<file path="src/rtl/arm_cond_pkg.sv">
// Shared ARM condition-code definitions: condition encodings and NZCV bit layout.
// Used by the execute-stage flag logic and the branch unit.
package arm_cond_pkg;

  typedef enum logic [3:0] {
    CondEq = 4'b0000,
    CondNe = 4'b0001,
    CondHs = 4'b0010,
    CondLo = 4'b0011,
    CondMi = 4'b0100,
    CondPl = 4'b0101,
    CondVs = 4'b0110,
    CondVc = 4'b0111,
    CondHi = 4'b1000,
    CondLs = 4'b1001,
    CondGe = 4'b1010,
    CondLt = 4'b1011,
    CondGt = 4'b1100,
    CondLe = 4'b1101,
    CondAl = 4'b1110,
    CondNv = 4'b1111
  } cond_e;

  localparam int unsigned N_BIT = 3;
  localparam int unsigned Z_BIT = 2;
  localparam int unsigned C_BIT = 1;
  localparam int unsigned V_BIT = 0;

  localparam logic [3:0] NZCV_RESET = 4'b0000;

endpackage

</file>
<file path="src/rtl/cond_eval.sv">
// Combinational ARM condition evaluator: decides whether cond holds for a given NZCV.
// Shared between the execute stage and the branch unit.
module cond_eval
  import arm_cond_pkg::*;
(
  input  logic [3:0] cond,
  input  logic [3:0] nzcv,
  output logic       cond_true
);

  logic n, z, c, v;

  assign n = nzcv[N_BIT];
  assign z = nzcv[Z_BIT];
  assign c = nzcv[C_BIT];
  assign v = nzcv[V_BIT];

  always_comb begin
    cond_true = 1'b0;
    unique case (cond_e'(cond))
      CondEq: cond_true = z;
      CondNe: cond_true = ~z;
      CondHs: cond_true = c;
      CondLo: cond_true = ~c;
      CondMi: cond_true = n;
      CondPl: cond_true = ~n;
      CondVs: cond_true = v;
      CondVc: cond_true = ~v;
      CondHi: cond_true = c & ~z;
      CondLs: cond_true = ~c | z;
      CondGe: cond_true = (n == v);
      CondLt: cond_true = (n != v);
      CondGt: cond_true = ~z & (n == v);
      CondLe: cond_true = z | (n != v);
      // NV behaves as always on this architecture.
      CondAl: cond_true = 1'b1;
      CondNv: cond_true = 1'b1;
      default: cond_true = 1'b0;
    endcase
  end

endmodule

</file>
<file path="src/rtl/ex_flag_stage.sv">
// Execute-stage back end: NZCV generation, architectural flag register with
// same-cycle forwarding to branch resolution, and the EX/MEM result register.
module ex_flag_stage
  import arm_cond_pkg::*;
#(
  parameter int unsigned WIDTH = 64
) (
  input  logic             clk,
  input  logic             reset,
  input  logic [WIDTH-1:0] result,
  input  logic             carry_in_flag,
  input  logic             overflow_in_flag,
  input  logic             valid,
  input  logic             set_flags,
  input  logic             stall,
  input  logic             flush,
  input  logic [3:0]       cond,
  output logic [3:0]       nzcv_q,
  output logic [3:0]       nzcv_fwd,
  output logic             cond_true,
  output logic [WIDTH-1:0] result_q,
  output logic             zero_q,
  output logic             valid_q
);

  logic             result_zero;
  logic [3:0]       new_nzcv;
  logic             take;
  logic [3:0]       nzcv_d;
  logic [WIDTH-1:0] result_d;
  logic             zero_d;
  logic             valid_d;

  assign result_zero = ~|result;

  always_comb begin
    new_nzcv        = NZCV_RESET;
    new_nzcv[N_BIT] = result[WIDTH-1];
    new_nzcv[Z_BIT] = result_zero;
    new_nzcv[C_BIT] = carry_in_flag;
    new_nzcv[V_BIT] = overflow_in_flag;
  end

  assign take = valid & set_flags & ~flush;

  // Forwarding ignores stall so a stalled flag setter is still visible to branches.
  assign nzcv_fwd = take ? new_nzcv : nzcv_q;

  always_comb begin
    nzcv_d = nzcv_q;
    if (take && !stall) begin
      nzcv_d = new_nzcv;
    end
  end

  // Flush wins over stall so a squashed instruction never lingers in EX/MEM.
  always_comb begin
    result_d = result_q;
    zero_d   = zero_q;
    valid_d  = valid_q;
    if (flush) begin
      result_d = '0;
      zero_d   = 1'b0;
      valid_d  = 1'b0;
    end else if (!stall) begin
      result_d = result;
      zero_d   = result_zero;
      valid_d  = valid;
    end
  end

  always_ff @(posedge clk or posedge reset) begin
    if (reset) begin
      nzcv_q   <= NZCV_RESET;
      result_q <= '0;
      zero_q   <= 1'b0;
      valid_q  <= 1'b0;
    end else begin
      nzcv_q   <= nzcv_d;
      result_q <= result_d;
      zero_q   <= zero_d;
      valid_q  <= valid_d;
    end
  end

  cond_eval u_cond_eval (
    .cond      (cond),
    .nzcv      (nzcv_fwd),
    .cond_true (cond_true)
  );

endmodule

</file>
<file path="config.mk">
export PLATFORM = sky130hd
export DESIGN_NAME = ex_flag_stage
export DESIGN_NICKNAME = d
export VERILOG_FILES = /design/src/rtl/arm_cond_pkg.sv /design/src/rtl/cond_eval.sv /design/src/rtl/ex_flag_stage.sv
export SDC_FILE = /design/constraint.sdc
export NUM_CORES = 1
export LEC_CHECK = 0
export ABC_CLOCK_PERIOD_IN_PS = 4400
export CORE_MARGIN = 5
export CORE_UTILIZATION = 44
export DETAILED_ROUTE_END_ITERATION = 16
export HOLD_SLACK_MARGIN = 0.15
export PLACE_DENSITY = 0.85
export SLEW_MARGIN = 20
export SYNTH_ARGS = -nofsm -noshare
export SYNTH_HDL_FRONTEND = slang
export SYNTH_SLANG_ARGS = --single-unit
export TNS_END_PERCENT = 10
</file>
<file path="constraint.sdc">
create_clock -name clk -period 4.4 [get_ports clk]
set_input_delay 0.88 -clock clk [delete_from_list [all_inputs] [get_ports clk]]
set_output_delay 0.88 -clock clk [all_outputs]
set_load 0.1 [all_outputs]
</file>
==> results of run 1 <==
==> metrics by stage <==
| stage | total power, mW | cells |
|---|---|---|
| after floorplan | 1.21 | 288 |
| after global placement | 1.42 | 523 |
| after detailed placement | 1.42 | 523 |
| after CTS | 1.98 | 539 |
| after global routing | 2.03 | 539 |
| final | 1.96 | 539 |
==> timing repair <==
action | CTS | global route
setup endpoints to repair | 0 | 1
hold endpoints to repair | 0 | 0
gates resized for setup | 0 | 1
==> report_power, final <==
group          total [mW]  internal (mW)  switching [mW]  leakage, nW
Combinational       0.700          0.208           0.493         1.28
Clock               0.552          0.318           0.233        0.106
Sequential          0.709          0.683          0.0267        0.927
Total                1.96           1.21           0.753         2.31
==> how the worst max path moves through the flow <==
stage                endpoint  slack (ns)  cells after the start                   from
floorplan           cond_true        0.59                      6  nzcv_q[0]$_DFFE_PP0P_
global placement    cond_true        0.19                      8             result[43]
detailed placement  cond_true        0.28                      8             result[63]
CTS                 cond_true        0.21                      8             result[63]
global route        cond_true        0.23                      8             result[63]
finish              cond_true        0.35                      8                  valid
==> logic make-up (layout without fill, tap and decap cells) <==
logic type | Yosys count | after routing | share of synthesized area
simple gates | 105 | 105 | 0.149
buf+inv | 22 | 174 | 0.0265
mux | 75 | 75 | 0.241
flops | 70 | 70 | 0.545
xor+xnor | 3 | 3 | 0.00818
compound gates | 13 | 13 | 0.0296
==> state kept, by name, summed over array words and instances, names as in the netlist <==
| register | cells |
|---|---|
| zero_q | 1 |
| valid_q | 1 |
| nzcv_q | 4 |
| result_q | 64 |
==> layer usage <==
layer,part of all wire,vias to the layer above,GRT usage
met2,0.52,93,0.367
met1,0.40,1342,0.257
li1,-,1310,-
met5,0,-,0
met3,0.071,4,0.0552
met4,0.0036,0,0.0640
==> Yosys cell counts <==
master,instances
nand4_1,4
nor3_1,1
o21ai_0,2
buf_2,2
a32o_1,1
mux2_2,5
and4b_1,1
a2111oi_0,1
nor2_1,73
clkbuf_1,12
nor4_1,18
inv_1,3
a211oi_1,2
a2111o_1,1
or2_2,1
o221ai_1,1
mux2_4,1
mux2i_1,68
and2_1,1
xnor2_1,3
nand2_1,4
nand3b_4,1
a21oi_1,2
nand3_1,1
mux4_2,1
a31oi_1,1
buf_1,5
dfrtp_1,70
a21o_1,1
o21bai_1,1
==> cell type report <==
cell class	instances	area (um^2)
multi-input combinational	196	1390
sequential	70	1750
timing repair buffer	155	1540
clock inverter	6	86.3
clock buffer	10	128
fill	549	2140
tap	99	124
inverter	3	12.5
==> critical path: stages <==
cell             delay (ns)
clkdlybuf4s50_1        0.55
nand3b_4               0.18
mux2_4                 0.34
a32o_1                 0.21
a2111o_1               0.39
o21ai_0                0.25
o221ai_2               0.17
buf_12                 0.20
==> results.md, run 1 <==
* Hold_sp: valid_q$_DFFE_PP0P_
* FF+latch count, synth at 70
* Max cap viols at 0
* Setup TNS at 0 ns
* Clk sinks at 70
* Commonest non-fill, non-tap cell in the layout: clkdlybuf4s50_1
* Clk root buf: clkbuf_8
* Fin util at 0.701
* Die W at 95.4 um
* Syn Area/Cell at 11.2 um^2
* Routed Wire Length at 9320 um
* Worst-path fanout max at 8
* WL per Instance at 17.3 um
* DR pass1 iterations at 5
* Number of distinct library cells after synthesis at 30
* Die Y at 95.4 um
* Placer congestion estimate at 0.828
* FF-to-FF path depth at 1
* CTS tree: done
* R2r endpoint: nzcv_q[3]$_DFFE_PP0P_
* Clk Latency, worst-skew pair at 0.33 ns
* Initial antenna violation count at 0
* Final hold violation count at 0
* Setup bufs post-CTS at 0
* Sequential fraction of the synthesis area at 0.545
* CP startpoint kind: input port
* Share of cells above drive strength 1 at 0.0886
* Post-DP HPWL at 6980 um
* Pin count of the biggest net entering global routing at 51
* Post-place setup slack at 0.284 ns
* Dominant cells by area after synthesis: dfrtp_1 (55%), mux2i_1 (21%), nor2_1 (8.5%), nor4_1 (3.5%), mux2_2 (1.8%)
* Largest area contributor in the netlist: dfrtp_1
* First-pass GRT wire length at 14700 um
* Via count at 2749
* Hold path cells at 2
* Worst R2R Start: nzcv_q[3]$_DFFE_PP0P_
* Worst Clk Skew at 0 ns
* RSZ-0062 raised after global routing: false
* Net Count, Synth at 364
* Final setup fails at 0
* Tot GR Track Use at 0.211
* PnR worst setup slack at 0.347 ns
* GRT overflow at 0
* Fin crit period at 4.05 ns
* Initial DRC Count at 92
* Design Area, Final at 5030 um^2
* Slew Viols, Final at 0
* Tightest Hold Check Type: reg2reg
* CTS clk-pin slew, worst paths at 0.07 ns
* Hold Slack at 0.523 ns
* Outcome: finished clean
* Initial Util at 0.448
* Worst Path Arrival at 3.17 ns
* Clock Tree Buf Depth at 2
* Tcrit/Tclk final at 0.921
* Hold buffer count at CTS at 0
* # port buffers at 150
* F_max at 247 MHz
* Mapped cell area at 3210 um^2
* Synth warn at 0
* Hold path endpoint: valid_q$_DFFE_PP0P_
* Most frequent cells in the layout: clkdlybuf4s50_1 (143), nor2_1 (73), dfrtp_1 (70), mux2i_1 (68), nor4_1 (17)
* CP Capture Type: output port
* Core box area at 7180 um^2
* Kind of critical path: in2out
* Layout Area Growth over Synthesis at 56.7%
* # rows at 31
* R2R Setup Slk at 3.58 ns
* Pleak at 2.31 nW
* Synthesized instance count at 288
* Avg Vias per Cell at 5.10
* Num CTS Buffers at 9
* Peak supply drop at 0.301 mV
* Nets at 511
* DR DRC count at 0
* Post-synth top area share at 0.545
* IO Pins at 151
* Req. time, crit path at 3.52 ns
* Post-DP Area at 4810 um^2
* Power Density at 390 nW/um^2
* Detail Route Antenna Nets at 0
* Vias in the first global route at 2940
* Worst slew pin tran at 1.02 ns
* Slew HR at 0.318
* H-Tree Depth at 3
* ANT cells at 0
* Die area at 9110 um^2
Power figures use the tool's default switching activity.
==> inputs of run 2 (changes only) <==
--- a/config.mk
+++ b/config.mk
@@ -5,12 +5,13 @@
 export SDC_FILE = /design/constraint.sdc
 export NUM_CORES = 1
 export LEC_CHECK = 0
-export ABC_CLOCK_PERIOD_IN_PS = 4400
+export ABC_CLOCK_PERIOD_IN_PS = 3300
 export CORE_MARGIN = 5
-export CORE_UTILIZATION = 44
+export CORE_UTILIZATION = 37
 export DETAILED_ROUTE_END_ITERATION = 16
 export HOLD_SLACK_MARGIN = 0.15
-export PLACE_DENSITY = 0.85
+export PLACE_DENSITY = 0.76
+export REMOVE_ABC_BUFFERS = 1
 export SLEW_MARGIN = 20
 export SYNTH_ARGS = -nofsm -noshare
 export SYNTH_HDL_FRONTEND = slang
==> constraint.sdc (replaced) <==
create_clock -name clk -period 3.3 [get_ports clk]
set_input_delay 0.66 -clock clk [delete_from_list [all_inputs] [get_ports clk]]
set_output_delay 0.66 -clock clk [all_outputs]
set_load 0.1 [all_outputs]
==> run 2 against run 1 <==
Via count increased by 3.5%. Clock skew unchanged. Wire length increased by 3.4%. Setup slack got worse by 0.28 ns. Utilization decreased by 8.8 points.
==> results.md, run 2 (same netlist as run 1, synthesis figures left out) <==
* Worst slew pin tran at 0.721 ns
* DR DRC count at 0
* Worst-path fanout max at 3
* Hold buffer count at CTS at 0
* Worst Clk Skew at 0 ns
* CP Capture Type: output port
* Layout Area Growth over Synthesis at 64.1%
* Max reg flops at 64
* Clk sinks at 70
* Design Area, Final at 5270 um^2
* Most frequent cells in the layout: buf_4 (96), nor2_1 (72), dfrtp_1 (70), mux2i_1 (67), clkdlybuf4s50_1 (51)
* First-pass GRT wire length at 15100 um
* Final hold violation count at 0
* # rows at 34
* CTS tree: done
* Power Density at 527 nW/um^2
* Die area at 10600 um^2
* Req. time, crit path at 2.64 ns
* Clock Tree Buf Depth at 2
* Post-DP HPWL at 7110 um
* ANT cells at 0
* WL per Instance at 16.9 um
* Peak supply drop at 0.215 mV
* Largest Register: result_q
* Fin crit period at 3.23 ns
* IO Pins at 151
* Routed Wire Length at 9640 um
* Setup TNS at 0 ns
* Clk root buf: clkbuf_8
* Tcrit/Tclk final at 0.979
* Placer congestion estimate at 0.824
* Outcome: finished clean
* Fin util at 0.613
* Max cap viols at 0
* Avg Vias per Cell at 5.00
* Slew HR at 0.519
* Final setup fails at 0
* DR pass1 iterations at 4
* Share of cells above drive strength 1 at 0.332
* Clk Latency, worst-skew pair at 0.32 ns
* Initial Util at 0.374
* Tightest Hold Check Type: reg2reg
* F_max at 309 MHz
* Pin count of the biggest net entering global routing at 65
* Core box area at 8590 um^2
* Commonest non-fill, non-tap cell in the layout: buf_4
* Initial DRC Count at 68
* Slew Viols, Final at 0
* GRT overflow at 0
* Vias in the first global route at 2988
* Regs by FF count: result_q (64), nzcv_q (4)
* Tot GR Track Use at 0.182
* Via count at 2845
* Die W at 103 um
* Pleak at 2.73 nW
* Die Y at 103 um
* Num CTS Buffers at 9
* Post-DP Area at 4850 um^2
* Initial antenna violation count at 0
* Worst Path Arrival at 2.57 ns
* Nets at 532
* CTS clk-pin slew, worst paths at 0.08 ns
* H-Tree Depth at 3
* CP startpoint kind: input port
* Detail Route Antenna Nets at 0
* # port buffers at 150
* Kind of critical path: in2out
==> run 2: changes by cell type in the layout (fill, tap and decap cells not counted), sizes merged <==
cell	before	now
dlygate4sd2	0	3
bufinv	2	3
clkbuf	10	14
clkinv	4	1
buf	12	103
inv	2	3
dlymetal6s2s	0	16
clkdlybuf4s50	143	51
==> run 2: power by group <==
group	switching, mW	internal, mW
combinational	0.682	0.302
clock	0.321	0.525
sequential	0.0398	0.910
total	1.04	1.74
==> run 2: what timing repair did <==
item                                   4_1_cts  5_1_grt
endpoints found under the hold margin        0        0
buffers inserted                             0        0
setup endpoints to repair                    1        2
gates resized for setup                     20       37
pin swaps                                    8       16
==> run 2: cell type report <==
class,instances,area [um^2]
clock inverters,5,106
well taps,108,135
flip-flops and latches,70,1750
inverters,3,11.3
fillers,684,3320
multi-input cells,196,1530
repair buffers,176,1600
clock buffers,11,141
==> run 2: metrics by stage <==
step	power (mW)	setup slack [ns]	hold WS, ns	std cells
3_3_place_gp	1.92	-0.161	0.504	553
2_1_floorplan	1.58	-0.936	0.726	269
4_1_cts	2.79	0.00195	0.533	569
6_report	2.78	0.0688	0.529	569
3_5_place_dp	1.93	-0.226	0.514	553
5_1_grt	2.89	-0.0561	0.558	569
==> run 2: path summary, 6_finish.rpt <==
check	startpoint	cells after the start	to	slack (ns)
setup / recovery	result[11]	9	cond_true	0.07
max in group asynchronous	reset	3	result_q[63]$_DFFE_PP0P_	1.87
min in group asynchronous	reset	2	result_q[13]$_DFFE_PP0P_	0.76
hold / removal	result_q[47]$_DFFE_PP0P_	2	result_q[47]$_DFFE_PP0P_	0.53
hold reg to reg	result_q[47]$_DFFE_PP0P_	2	result_q[47]$_DFFE_PP0P_	0.53
setup reg to reg	nzcv_q[1]$_DFFE_PP0P_	1	nzcv_q[1]$_DFFE_PP0P_	2.46
==> run 2: layer usage <==
metal / track usage / share of wire / vias up
met5: 0 / 0 / -
met4: 0.0428 / 0.011 / 0
met3: 0.0483 / 0.065 / 10
met2: 0.313 / 0.51 / 100
met1: 0.229 / 0.41 / 1382
li1: - / - / 1353
==> run 2: critical path, stage by stage <==
cell,delay [ns]
clkdlybuf4s50_1,0.45
nor4_2,0.30
nand4_1,0.18
nor4_2,0.28
buf_4,0.15
mux2_4,0.18
o21ai_2,0.08
o221ai_4,0.08
buf_12,0.20
